[src/rtl/mem_wb_reg.sv]
// MEM->WB pipeline register with a 2-entry skid buffer; 1-cycle latency, in_ready registered so WB stalls never drop entries.
// Optional MEM_WB_PERF_EN adds perf_retired / perf_stall counters.
module mem_wb_reg #(
  parameter int DATA_W       = 32,
  parameter int REG_AW       = 5,
  parameter bit R0_HARDWIRED = 1'b1
) (
  input  logic              clk,
  input  logic              rst,
  input  logic              flush,
  input  logic              in_valid,
  output logic              in_ready,
  input  logic [DATA_W-1:0] in_pc,
  input  logic [DATA_W-1:0] in_instruction,
  input  logic [DATA_W-1:0] in_alu_result,
  input  logic [DATA_W-1:0] in_mem_data,
  input  logic              in_mem_read,
  input  logic              in_wb_en,
  input  logic [REG_AW-1:0] in_rd,
  output logic              out_valid,
  input  logic              out_ready,
  output logic [DATA_W-1:0] out_pc,
  output logic [DATA_W-1:0] out_instruction,
  output logic [DATA_W-1:0] out_wb_value,
  output logic              out_wb_en,
  output logic [REG_AW-1:0] out_rd
`ifdef MEM_WB_PERF_EN
  ,
  output logic [31:0]       perf_retired,
  output logic [31:0]       perf_stall
`endif
);

  typedef struct packed {
    logic [DATA_W-1:0] pc;
    logic [DATA_W-1:0] instr;
    logic [DATA_W-1:0] wb_value;
    logic              wb_en;
    logic [REG_AW-1:0] rd;
  } entry_t;

  entry_t w_in_entry;
  entry_t r_main;
  entry_t r_skid;
  entry_t w_main_nxt;
  entry_t w_skid_nxt;
  logic   r_main_vld;
  logic   r_skid_vld;
  logic   r_in_rdy;
  logic   w_main_vld_nxt;
  logic   w_skid_vld_nxt;
  logic   w_accept;
  logic   w_consume;

  // Write-back mux and r0 suppression happen here so WB sees a ready-to-use entry.
  always_comb begin
    w_in_entry          = '0;
    w_in_entry.pc       = in_pc;
    w_in_entry.instr    = in_instruction;
    w_in_entry.wb_value = in_mem_read ? in_mem_data : in_alu_result;
    w_in_entry.wb_en    = in_wb_en & ~(R0_HARDWIRED && (in_rd == '0));
    w_in_entry.rd       = in_rd;
  end

  assign w_accept  = in_valid & r_in_rdy;
  assign w_consume = r_main_vld & out_ready;

  always_comb begin
    w_main_nxt     = r_main;
    w_skid_nxt     = r_skid;
    w_main_vld_nxt = r_main_vld;
    w_skid_vld_nxt = r_skid_vld;
    if (flush) begin
      w_main_vld_nxt = 1'b0;
      w_skid_vld_nxt = 1'b0;
    end else if (!r_main_vld) begin
      if (w_accept) begin
        w_main_nxt     = w_in_entry;
        w_main_vld_nxt = 1'b1;
      end
    end else if (w_consume) begin
      if (r_skid_vld) begin
        // in_ready was low, so no accept can coincide with the SKID drain
        w_main_nxt     = r_skid;
        w_skid_vld_nxt = 1'b0;
      end else if (w_accept) begin
        w_main_nxt = w_in_entry;
      end else begin
        w_main_vld_nxt = 1'b0;
      end
    end else if (w_accept) begin
      w_skid_nxt     = w_in_entry;
      w_skid_vld_nxt = 1'b1;
    end
  end

  always_ff @(posedge clk) begin
    if (!rst) begin
      r_main     <= '0;
      r_skid     <= '0;
      r_main_vld <= 1'b0;
      r_skid_vld <= 1'b0;
      r_in_rdy   <= 1'b1;
    end else begin
      r_main     <= w_main_nxt;
      r_skid     <= w_skid_nxt;
      r_main_vld <= w_main_vld_nxt;
      r_skid_vld <= w_skid_vld_nxt;
      r_in_rdy   <= ~w_skid_vld_nxt;
    end
  end

  assign in_ready        = r_in_rdy;
  assign out_valid       = r_main_vld;
  assign out_pc          = r_main.pc;
  assign out_instruction = r_main.instr;
  assign out_wb_value    = r_main.wb_value;
  assign out_wb_en       = r_main.wb_en & r_main_vld;
  assign out_rd          = r_main.rd;

`ifdef MEM_WB_PERF_EN
  logic [31:0] r_perf_retired;
  logic [31:0] r_perf_stall;

  // Flush does not clear the counters; they track WB-side activity only.
  always_ff @(posedge clk) begin
    if (!rst) begin
      r_perf_retired <= '0;
      r_perf_stall   <= '0;
    end else begin
      if (w_consume) r_perf_retired <= r_perf_retired + 32'd1;
      if (r_main_vld && !out_ready) r_perf_stall <= r_perf_stall + 32'd1;
    end
  end

  assign perf_retired = r_perf_retired;
  assign perf_stall   = r_perf_stall;
`endif

endmodule

[config.mk]
export PLATFORM = sky130hd
export DESIGN_NAME = mem_wb_reg
export DESIGN_NICKNAME = d
export VERILOG_FILES = /design/src/rtl/mem_wb_reg.sv
export SDC_FILE = /design/constraint.sdc
export NUM_CORES = 1
export LEC_CHECK = 0
export CORE_MARGIN = 2
export CORE_UTILIZATION = 44
export DETAILED_ROUTE_END_ITERATION = 10
export PLACE_DENSITY = 0.72
export RECOVER_POWER = 50
export SLEW_MARGIN = 20
export SYNTH_ARGS = -nofsm -noshare
export SYNTH_HDL_FRONTEND = slang
export SYNTH_SLANG_ARGS = --single-unit
[constraint.sdc]
create_clock -name clk -period 1.6 [get_ports clk]
set_clock_uncertainty 0.05 [all_clocks]
set_input_delay 0.32 -clock clk [delete_from_list [all_inputs] [get_ports clk]]
set_output_delay 0.32 -clock clk [all_outputs]
set_load 0.03 [all_outputs]
==> metrics.md, run 1 <==
| Metric | Value |
|---|---|
| Status | `complete, but fails checks` |
| Failing checks | `negative setup slack` |
| Vias per cell | `~6` |
| Critical Path Sink Type | `output pin` |
| Clock Path Buffers | `3` |
| Worst-path clk slew | `about 0.060 ns` |
| Initial core utilization | `a little under half` |
| Top-count cell post-synth | `dfxtp_1` |
| Gr usage total | `approximately a quarter` |
| Max incr delay on CP | `0.35 ns` |
| Total Wirelength | `between 30 and 40 mm` |
| Syn nets | `roughly 1.2k` |
| Met1 Usage GRT | `31.3%` |
| Dpl cell area | `between 10000 and 15000 um2` |
| Share of cells above drive strength 1 | `approximately a fifth` |
| Leak Pwr | `~4.7 nW` |
| Clock latency on the worst-skew pair | `approximately 0.51 ns` |
| Post-route antenna net violation count | `0` |
| Most crowded layer after global routing | `met2` |
| Vias in the first global route | `between 8k and 9k` |
| Total gr overflow | `0` |
| Synth cell types | `34` |
| Crit path launch type | `register` |
| Core ar. | `22700 um2` |
| Most common cell on crit path | `buf_12` |
| H-Tree Depth | `1` |
| Post-synth EDFFs | `0` |
| CTS tree | `yes` |
| Crit path DAT | `1.26 ns` |
| Maximum VDD drop | `just over 800 uV` |
| IO Port Bufs | `between 200 and 250` |
| Tightest Hold Check Type | `in -> reg` |
| Boundary pin count | `244` |
| Post-synth top flop | `dfxtp_1` |
| DR WL/cell | `~20 um` |
| Synth Warn # | `0` |
| Final worst path period need | `roughly 1.6 ns` |
| Layout net count | `between 1k and 1.5k` |
| Fin util | `approximately three fifths` |
| Die X | `approximately 160 um` |
| Worst-path fanout max | `3` |
| Rel. slew slack | `a little over 70%` |
| Fin area | `between 10000 and 15000 um2` |
| Seq/Total Area, Yosys | `between 40% and 50%` |
| PnR worst setup slack | `-0.0336 ns` |
| PD cells | `around 960 nW/um2` |
| Final TNS setup | `-0.104 ns` |
| First-pass GRT wire length | `about 47 mm` |
| Clk network pwr share | `about two fifths` |
| Avg Synthesized Cell Area | `9.48 um2` |
| Pins Over Slew Limit | `0` |
| Largest net degree at the start of global routing | `60` |
| Initial antenna violation count | `0` |
| DR DRC count | `0` |
| Top cell type's share of synthesized area | `between 40% and 50%` |
| Area growth, synth to finish | `30.3%` |
| Count of state elements after synthesis | `a little over 200` |
| Drt pass-1 iters | `4` |
| Area leader, netlist | `dfxtp_1` |
| Via count | `between 8k and 9k` |
| CTS sink count | `about 210` |
| Place WS | `-0.349 ns` |
| Synthesized netlist cell count | `roughly 1.1k` |
| CP max stage cell | `dfxtp_4` |
| Met2 Resource Use GR | `39.2%` |
| Clock root buffer | `clkbuf_16` |
| Max Freq | `just over 600 MHz` |
| P_sw | `3.42 mW` |
| Die area | `24500 um2` |
| Mapped cell area | `just over 10000 um2` |
| Required @ worst endpoint | `around 1.2 ns` |
| CP Class | `reg -> out` |
| Site Rows | `55` |
| Final setup fails | `11` |
| Synth area leaders | `dfxtp_1 41%, o221a_1 11%, buf_4 8.2%` |
| RSZ-0062 raised after global routing | `yes` |
| Comb power frac | `17.2%` |
| Max-Cap Viols | `0` |
| R2r setup slk | `-0.01 ns` |
| Worst Max-Slew Pin Slew | `roughly 0.40 ns` |
| Int Pwr | `about 9.4 mW` |
| DRT iter0 DRCs | `between 500 and 600` |
| Commonest cells in the synthesized netlist | `207 x dfxtp_1, 112 x buf_4, 102 x a21oi_1` |
| Period Utilization, post-route | `102%` |
| M3 GR Usage | `between 3 and 4%` |
| Cell chain of the critical path | `buf_12 -> and2_4 -> buf_12` |
| Hpwl dp | `18.4 mm` |
| Vert. Die Dim | `156 um` |
| FFs w/ async S/R, synth | `0%` |
| Switching Share | `26.7%` |
| Final Hold Fails | `0` |
| GPL Wtd Cong | `0.774` |
| CTS buffer count | `23` |
| Register share of total power | `43.0%` |
layout make-up:
class	instances	area, um2
Clock inverter	8	71.3
Fill cell	1958	9380
Tap cell	285	357
Inverter	2	8.76
Timing Repair Buffer	317	3360
Sequential cell	207	4150
Antenna cell	1	2.50
Multi-Input combinational cell	634	4730
Clock buffer	31	646
registers in the layout, indices dropped and copies added (netlist names):
name             count
out_rd               5
out_valid            1
r_skid             102
r_skid_vld           1
r_main               1
out_pc              32
out_instruction     32
out_wb_value        32
in_ready             1
stage by stage:
step	hold slack [ns]	power, mW	std cells
CTS	0.0647	12.8	1478
detailed placement	0.412	7.83	1436
finish	0.0774	12.8	1485
global route	0.0885	13.2	1484
global placement	0.409	7.82	1436
floorplan	0.385	6.95	1079
worst max-delay path: cells and delay by family (launching register included):
kind,cells,cell delay [ns]
buffers and inverters,2,0.26
DFF,1,0.35
and+or+nand+nor,1,0.16
cells by family after synthesis:
kind of cell | count (synthesis) | synth area share [%]
AOI/OAI and AO/OA | 414 | 30.4
buffers and inverters | 238 | 13.8
muxes | 32 | 3.13
and+or+nand+nor | 188 | 12.2
DFF | 207 | 40.5
power by group through the flow:
stage	registers [mW]	logic [mW]	clock network, mW
final	5.49	2.20	5.09
after CTS	5.49	2.19	5.16
after global routing	5.51	2.33	5.36
after detailed placement	5.60	2.23	0
after global placement	5.60	2.22	0
after floorplan	5.56	1.39	0
cells in the final DEF, fill, tap and decap left out, drive strengths merged, types with 69 or more instances in the layout:
| master | n |
|---|---|
| o21ai | 71 |
| dfxtp | 207 |
| nand3b | 69 |
| a21oi | 102 |
| buf | 75 |
| o31a | 69 |
| o221a | 101 |
| nand3 | 71 |
| clkbuf | 71 |
| clkdlybuf4s50 | 137 |
metal layers:
metal	routed length [um]	vias to the layer above	share of wire [%]
met4	745	0	2.5
met1	13400	4339	44
met5	0	-	0
li1	-	4237	-
met2	14300	306	47
met3	1920	49	6.3
what timing repair did:
| item | CTS | global route |
|---|---|---|
| hold buffers | 0 | 0 |
| gates resized for setup | 273 | 39 |
| gates cloned | 0 | 6 |
| endpoints found under the setup margin | 102 | 93 |
| pin swaps | 0 | 1 |
| buffers inserted | 3 | 0 |
final timing paths:
check | startpoint | endpoint | cells after the start
max | out_valid$_SDFF_PP0_ | out_wb_en | 3
min | rst | r_main[5]$_SDFFE_PN0P_ | 3
max reg2reg | out_valid$_SDFF_PP0_ | out_wb_value[18]$_SDFFE_PN0P_ | 6
min reg2reg | r_skid[5]$_SDFFE_PN0P_ | r_skid[5]$_SDFFE_PN0P_ | 2
(Power assumes the default switching activity.)
==> run 2, diff against run 1 <==
==> constraint.sdc (replaced) <==
create_clock -name clk -period 2.1 [get_ports clk]
set_clock_uncertainty 0.05 [all_clocks]
set_input_delay 0.42 -clock clk [delete_from_list [all_inputs] [get_ports clk]]
set_output_delay 0.42 -clock clk [all_outputs]
set_load 0.03 [all_outputs]
==> metrics.md, run 2 (synthesis gave the netlist of run 1 again) <==
| Metric | Value |
|---|---|
| Status | `finished clean` |
| Place WS | `0.0367 ns (+0.385 ns)` |
| First-pass GRT wire length | `45.9 mm (-1.8%)` |
| Total gr overflow | `0 (unchanged)` |
| CTS buffer count | `23 (unchanged)` |
| Commonest non-fill, non-tap cells in the layout | `239 x clkdlybuf4s50_1, 205 x dfxtp_1, 102 x a21oi_1, 101 x o221a_1, 70 x nand3_1` |
| Crit path launch type | `register` |
| Initial core utilization | `45.1% (unchanged)` |
| Largest Register | `r_skid` |
| CP Class | `reg -> out` |
| CP Depth | `1 (-2)` |
| Die area | `24500 um2 (unchanged)` |
| DRT iter0 DRCs | `624 (+4.3%)` |
| Final Hold Fails | `0 (unchanged)` |
| PnR worst setup slack | `0.0435 ns (+0.0770 ns)` |
| Multi-input logic area | `4720 um2 (-0.21%)` |
| Gr usage total | `22.9% (-0.67 points)` |
| GPL Wtd Cong | `0.766 (-1.1%)` |
| Final hold slack | `0.324 ns (+0.246 ns)` |
| Boundary pin count | `244 (unchanged)` |
| Hold EP | `r_skid[32]$_SDFFE_PN0P_` |
| Post-Layout Cell Count | `1459 (-1.8%)` |
| Max Freq | `486 MHz` |
| Drt pass-1 iters | `5 (+1)` |
| Maximum VDD drop | `602 uV (-25%)` |
| Leak Pwr | `4.40 nW (-6.6%)` |
| Site Rows | `55 (unchanged)` |
| Largest net degree at the start of global routing | `76 (+27%)` |
| Worst-path clk slew | `0.06 ns (about the same)` |
| Register Area | `4150 um2 (about the same)` |
| RSZ-0062 raised after global routing | `no` |
| Pins Over Slew Limit | `0 (unchanged)` |
| Cell chain of the critical path | `clkdlybuf4s50_1` |
| Hold_sp | `rst` |
| Worst hold path depth | `3 (unchanged)` |
| Core ar. | `22700 um2 (unchanged)` |
| Worst Max-Slew Pin Slew | `0.772 ns (+0.371 ns)` |
| Clock root buffer | `clkbuf_16` |
| Hpwl dp | `17.9 mm (-2.8%)` |
| H-Tree Depth | `1 (unchanged)` |
| Critical Path Sink Type | `output pin` |
| CTS sink count | `207 (unchanged)` |
| Period Utilization, post-route | `a little over nine tenths` |
| Switching Share | `25.7% (-1.1 points)` |
| DR WL/cell | `19.9 um (-2.8%)` |
| Share of cells above drive strength 1 | `8.19% (-11 points)` |
| Clk network pwr share | `40.9% (+1.1 points)` |
| FF-to-FF Start | `out_valid$_SDFF_PP0_` |
| Buf/Inv on CP | `1 (-1)` |
| CP max stage cell | `clkdlybuf4s50_1` |
| Max incr delay on CP | `0.69 ns (+0.34 ns)` |
| Via count | `8748 (-2.0%)` |
| Most common cell after layout, fill and taps aside | `clkdlybuf4s50_1` |
| Vias in the first global route | `8430 (-0.89%)` |
| CTS tree | `yes` |
| P_sw | `2.53 mW (-26%)` |
| Flip-flop count of the largest register after layout | `102 (unchanged)` |
| Crit path DAT | `1.59 ns (+0.33 ns)` |
| R2r setup slk | `0.17 ns (+0.18 ns)` |
| Vias per cell | `6.00 (-0.30%)` |
| Reg2Reg Depth | `5 (-1)` |
| PD cells | `762 nW/um2 (-21%)` |
| Tightest Hold Check Type | `in -> reg` |
| Worst-path fanout max | `2 (-1)` |
| Cell count after placement | `1417 (-1.3%)` |
| Max-Cap Viols | `0 (unchanged)` |
| Int Pwr | `7.32 mW (-22%)` |
| Post-CTS Hold Buffers | `0 (unchanged)` |
| Final worst path period need | `2.06 ns` |
| Clock Path Buffers | `3 (unchanged)` |
| Comb power frac | `16.6% (-0.6 points)` |
| Post-route antenna net violation count | `0 (unchanged)` |
| DR DRC count | `0 (unchanged)` |
| CTS resizes | `4 (-99%)` |
| Required @ worst endpoint | `1.63 ns (+0.40 ns)` |
| Postcts setup bufs | `0 (-3)` |
| Area growth, synth to finish | `26.4%` |
| Final setup fails | `0 (-11)` |
| Clock latency on the worst-skew pair | `0.51 ns (about the same)` |
| Rel. slew slack | `48.5% (-24 points)` |
| Register share of total power | `42.5% (-0.5 points)` |
| Die X | `156 um (unchanged)` |
| Initial antenna violation count | `2 (+2)` |
| Fillers | `2024 (+3.4%)` |
| Layout net count | `1297 (-2.1%)` |
| CP delay by family, top | `buffers and inverters` |
| Total Wirelength | `29.0 mm (-4.5%)` |
| IO Port Bufs | `243 (unchanged)` |
| Vert. Die Dim | `156 um (unchanged)` |
| FF-to-FF End | `r_skid[15]$_SDFFE_PN0P_` |
| Final TNS setup | `0 ns (+0.104 ns)` |
run 2: worst max path at each step:
| stage | startpoint | endpoint |
|---|---|---|
| 5_1_grt | out_instruction[11]$_SDFFE_PN0P_ | out_instruction[11] |
| 3_5_place_dp | in_valid | r_main[5]$_SDFFE_PN0P_ |
| 4_1_cts | out_instruction[11]$_SDFFE_PN0P_ | out_instruction[11] |
| 2_1_floorplan | out_valid$_SDFF_PP0_ | out_wb_en |
| 3_3_place_gp | out_ready | out_pc[10]$_SDFFE_PN0P_ |
| 6_report | out_instruction[11]$_SDFFE_PN0P_ | out_instruction[11] |
run 2: area by class of cell:
class	count	area share [%]
repair buffers	289	22.7
clock inverters	4	0.542
inverters	2	0.0678
flip-flops and latches	207	32.1
multi-input cells	634	36.5
well taps	285	2.76
diodes	2	0.0387
clock buffers	36	5.29
run 2: power by group through the flow:
stage          logic, mW  registers, mW  clock network (mW)
6_report            1.64           4.19                4.03
5_1_grt             1.73           4.20                4.27
4_1_cts             1.65           4.19                4.10
3_5_place_dp        1.65           4.27                   0
3_3_place_gp        1.64           4.27                   0
2_1_floorplan       1.06           4.24                   0
run 2: routing by layer:
metal | wire (um) | vias up | track usage, %
met5 | 0 | - | 0
met4 | 701 | 0 | 5.94
met3 | 1900 | 46 | 4.02
met2 | 13300 | 315 | 36.3
met1 | 13100 | 4219 | 32.1
li1 | - | 4168 | -
run 2: metrics by stage:
stage	util, %	instance area, um2	total power, mW
5_1_grt	56.9	12900	10.2
6_report	56.9	12900	9.85
2_1_floorplan	-	10200	5.30
3_3_place_gp	53.8	12200	5.91
3_5_place_dp	53.8	12200	5.92
4_1_cts	57.1	13000	9.94
==> run 3, diff against run 2 <==
--- a/config.mk
+++ b/config.mk
@@ -8,7 +8,8 @@
 export CORE_MARGIN = 2
 export CORE_UTILIZATION = 44
 export DETAILED_ROUTE_END_ITERATION = 10
-export PLACE_DENSITY = 0.72
+export GPL_TIMING_DRIVEN = 1
+export PLACE_DENSITY = 0.75
 export RECOVER_POWER = 50
 export SLEW_MARGIN = 20
 export SYNTH_ARGS = -nofsm -noshare
==> constraint.sdc (replaced) <==
create_clock -name clk -period 1.65 [get_ports clk]
set_clock_uncertainty 0.05 [all_clocks]
set_input_delay 0.33 -clock clk [delete_from_list [all_inputs] [get_ports clk]]
set_output_delay 0.33 -clock clk [all_outputs]
set_load 0.03 [all_outputs]
==> metrics.md, run 3 (synthesis gave the netlist of run 1 again) <==
| Metric | Value |
|---|---|
| Status | `complete, but fails checks` |
| Failing checks | `negative setup slack` |
| DRT iter0 DRCs | `749 (+20%)` |
| Site Rows | `55 (unchanged)` |
| Most common cell after layout, fill and taps aside | `dfxtp_1` |
| Multi-input logic area | `4740 um2 (+0.48%)` |
| Maximum VDD drop | `555 uV (-8.0%)` |
| CP Depth | `4 (+3)` |
| Share of cells above drive strength 1 | `15.3% (+7.1 points)` |
| PnR worst setup slack | `-0.125 ns (-0.169 ns)` |
| Final worst path period need | `roughly 1.8 ns` |
| Final hold slack | `0.104 ns (-0.220 ns)` |
| Fillers | `1920 (-5.1%)` |
| Largest net degree at the start of global routing | `75 (-1.3%)` |
| Total Wirelength | `30.7 mm (+5.8%)` |
| Commonest non-fill, non-tap cells in the layout | `204 x dfxtp_1, 137 x clkdlybuf4s50_1, 102 x a21oi_1, 101 x o221a_1, 71 x o21ai_1` |
| Tightest Hold Check Type | `in -> reg` |
| Register Area | `4150 um2 (about the same)` |
| CTS buffer count | `23 (unchanged)` |
| Final setup fails | `103 (+103)` |
| FF-to-FF End | `out_wb_value[6]$_SDFFE_PN0P_` |
| Vias per cell | `6.08 (+1.4%)` |
| Post-route antenna net violation count | `0 (unchanged)` |
| DR DRC count | `0 (unchanged)` |
| CP Class | `reg -> out` |
| Cell chain of the critical path | `buf_4 -> buf_12 -> and2_4 -> buf_12` |
| CP max stage cell | `dfxtp_4` |
| Clock latency on the worst-skew pair | `0.51 ns (about the same)` |
| Via count | `9172 (+4.8%)` |
| Clock root buffer | `clkbuf_16` |
| Buf/Inv on CP | `3 (+2)` |
| Crit path launch type | `register` |
| Vias in the first global route | `8707 (+3.3%)` |
| Boundary pin count | `244 (unchanged)` |
| RSZ-0062 raised after global routing | `yes` |
| Gr usage total | `23.6% (+0.78 points)` |
| Period Utilization, post-route | `108%` |
| Flip-flop count of the largest register after layout | `102 (unchanged)` |
| Post-Layout Cell Count | `1509 (+3.4%)` |
| Worst hold path depth | `3 (unchanged)` |
| Initial antenna violation count | `0 (-2)` |
| Leak Pwr | `4.98 nW (+13%)` |
| Clock Path Buffers | `3 (unchanged)` |
| CTS sink count | `207 (unchanged)` |
| Required @ worst endpoint | `1.27 ns (-0.36 ns)` |
| Area growth, synth to finish | `32.8%` |
| Cell count after placement | `1446 (+2.0%)` |
| Pins Over Slew Limit | `0 (unchanged)` |
| Worst-path fanout max | `2 (unchanged)` |
| First-pass GRT wire length | `47.5 mm (+3.5%)` |
| CP delay by family, top | `buffers and inverters` |
| Vert. Die Dim | `156 um (unchanged)` |
| GPL Wtd Cong | `0.777 (+1.5%)` |
| Core ar. | `22700 um2 (unchanged)` |
| Max Freq | `about 560 MHz` |
| Total gr overflow | `0 (unchanged)` |
| Critical Path Sink Type | `output pin` |
| Worst Max-Slew Pin Slew | `0.445 ns (-0.328 ns)` |
| FF-to-FF Start | `out_valid$_SDFF_PP0_` |
| Die area | `24500 um2 (unchanged)` |
| PD cells | `919 nW/um2 (+21%)` |
| Diode count | `0 (-2)` |
| R2r setup slk | `-0.11 ns (-0.28 ns)` |
| Final TNS setup | `-7.29 ns (-7.29 ns)` |
| Hold EP | `out_valid$_SDFF_PP0_` |
| CTS tree | `yes` |
| Max incr delay on CP | `0.34 ns (-0.35 ns)` |
| H-Tree Depth | `1 (unchanged)` |
| Max-Cap Viols | `0 (unchanged)` |
| Post-CTS Hold Buffers | `0 (unchanged)` |
| DR WL/cell | `20.3 um (+2.3%)` |
| Reg2Reg Depth | `7 (+2)` |
| Hold_sp | `rst` |
| Final Hold Fails | `0 (unchanged)` |
| Crit path DAT | `1.40 ns (-0.19 ns)` |
| Drt pass-1 iters | `5 (unchanged)` |
| IO Port Bufs | `243 (unchanged)` |
| Die X | `156 um (unchanged)` |
| Initial core utilization | `45.1% (unchanged)` |
| Most common cell on crit path | `buf_12` |
| Largest Register | `r_skid` |
| Layout net count | `1352 (+4.2%)` |
| Rel. slew slack | `70.4% (+22 points)` |
| Hpwl dp | `18.7 mm (+4.7%)` |
| Worst-path clk slew | `0.05 ns (about the same)` |
run 3: cell count changes in the layout (fill, tap and decap cells not counted), sizes merged:
cell           previous run  this run
buf                      45        99
diode                     2         0
inv                       1         2
clkdlybuf4s15             1        52
clkdlybuf4s50           239       137
clkbuf                   40        64
dlygate4sd2               0        23
clkinv                    3         4
run 3: area by class of cell:
cell class / instances / share of cell area [%]
Multi-Input combinational cell: 634 / 34.9
Sequential cell: 207 / 30.6
Timing Repair Buffer: 344 / 26.6
Clock buffer: 31 / 4.68
Tap cell: 285 / 2.62
Clock inverter: 6 / 0.598
Inverter: 2 / 0.0644
run 3: tightest hold or removal path, cell delays in order:
cell,delay (ns)
buf_4,0.14
nand2b_1,0.09
a31oi_1,0.04
run 3: how the worst max path moves through the flow:
stage                              start                          endpoint  slack (ns)
floorplan           out_valid$_SDFF_PP0_                         out_wb_en       0.005
CTS                 out_valid$_SDFF_PP0_                         out_wb_en       -0.15
finish              out_valid$_SDFF_PP0_                         out_wb_en       -0.13
global route        out_valid$_SDFF_PP0_  out_instruction[30]$_SDFFE_PN0P_       -0.17
detailed placement             out_ready           out_pc[28]$_SDFFE_PN0P_       -0.36
global placement                in_valid      out_wb_value[6]$_SDFFE_PN0P_       -0.30
run 3: metrics by stage:
| step | worst slack (ns) | cell area, um2 | util [%] | total power, mW |
|---|---|---|---|---|
| floorplan | 0.00514 | 10200 | - | 6.74 |
| global placement | -0.296 | 12600 | 55.6 | 7.60 |
| detailed placement | -0.355 | 12600 | 55.6 | 7.62 |
| CTS | -0.150 | 13300 | 58.7 | 12.5 |
| global route | -0.170 | 13600 | 59.8 | 12.9 |
| finish | -0.125 | 13600 | 59.8 | 12.5 |
run 3: what timing repair did:
action                                  CTS  global route
buffers inserted                          2            16
gates resized for setup                 146            82
cloned                                    0             8
pin swaps                                 0             1
endpoints found under the setup margin  102           241
run 3: routing by layer:
layer	vias to the layer above	part of all wire, %	global-route usage (%)
li1	4281	-	-
met1	4453	45	33.1
met2	378	46	37.7
met3	60	6.5	3.54
met4	0	2.7	7.03
met5	-	0	0
run 3: power by group:
part           switching [mW]  internal (mW)  total [mW]
registers               0.116           5.20        5.32
logic                    1.18           1.04        2.21
clock network            1.97           2.98        4.95
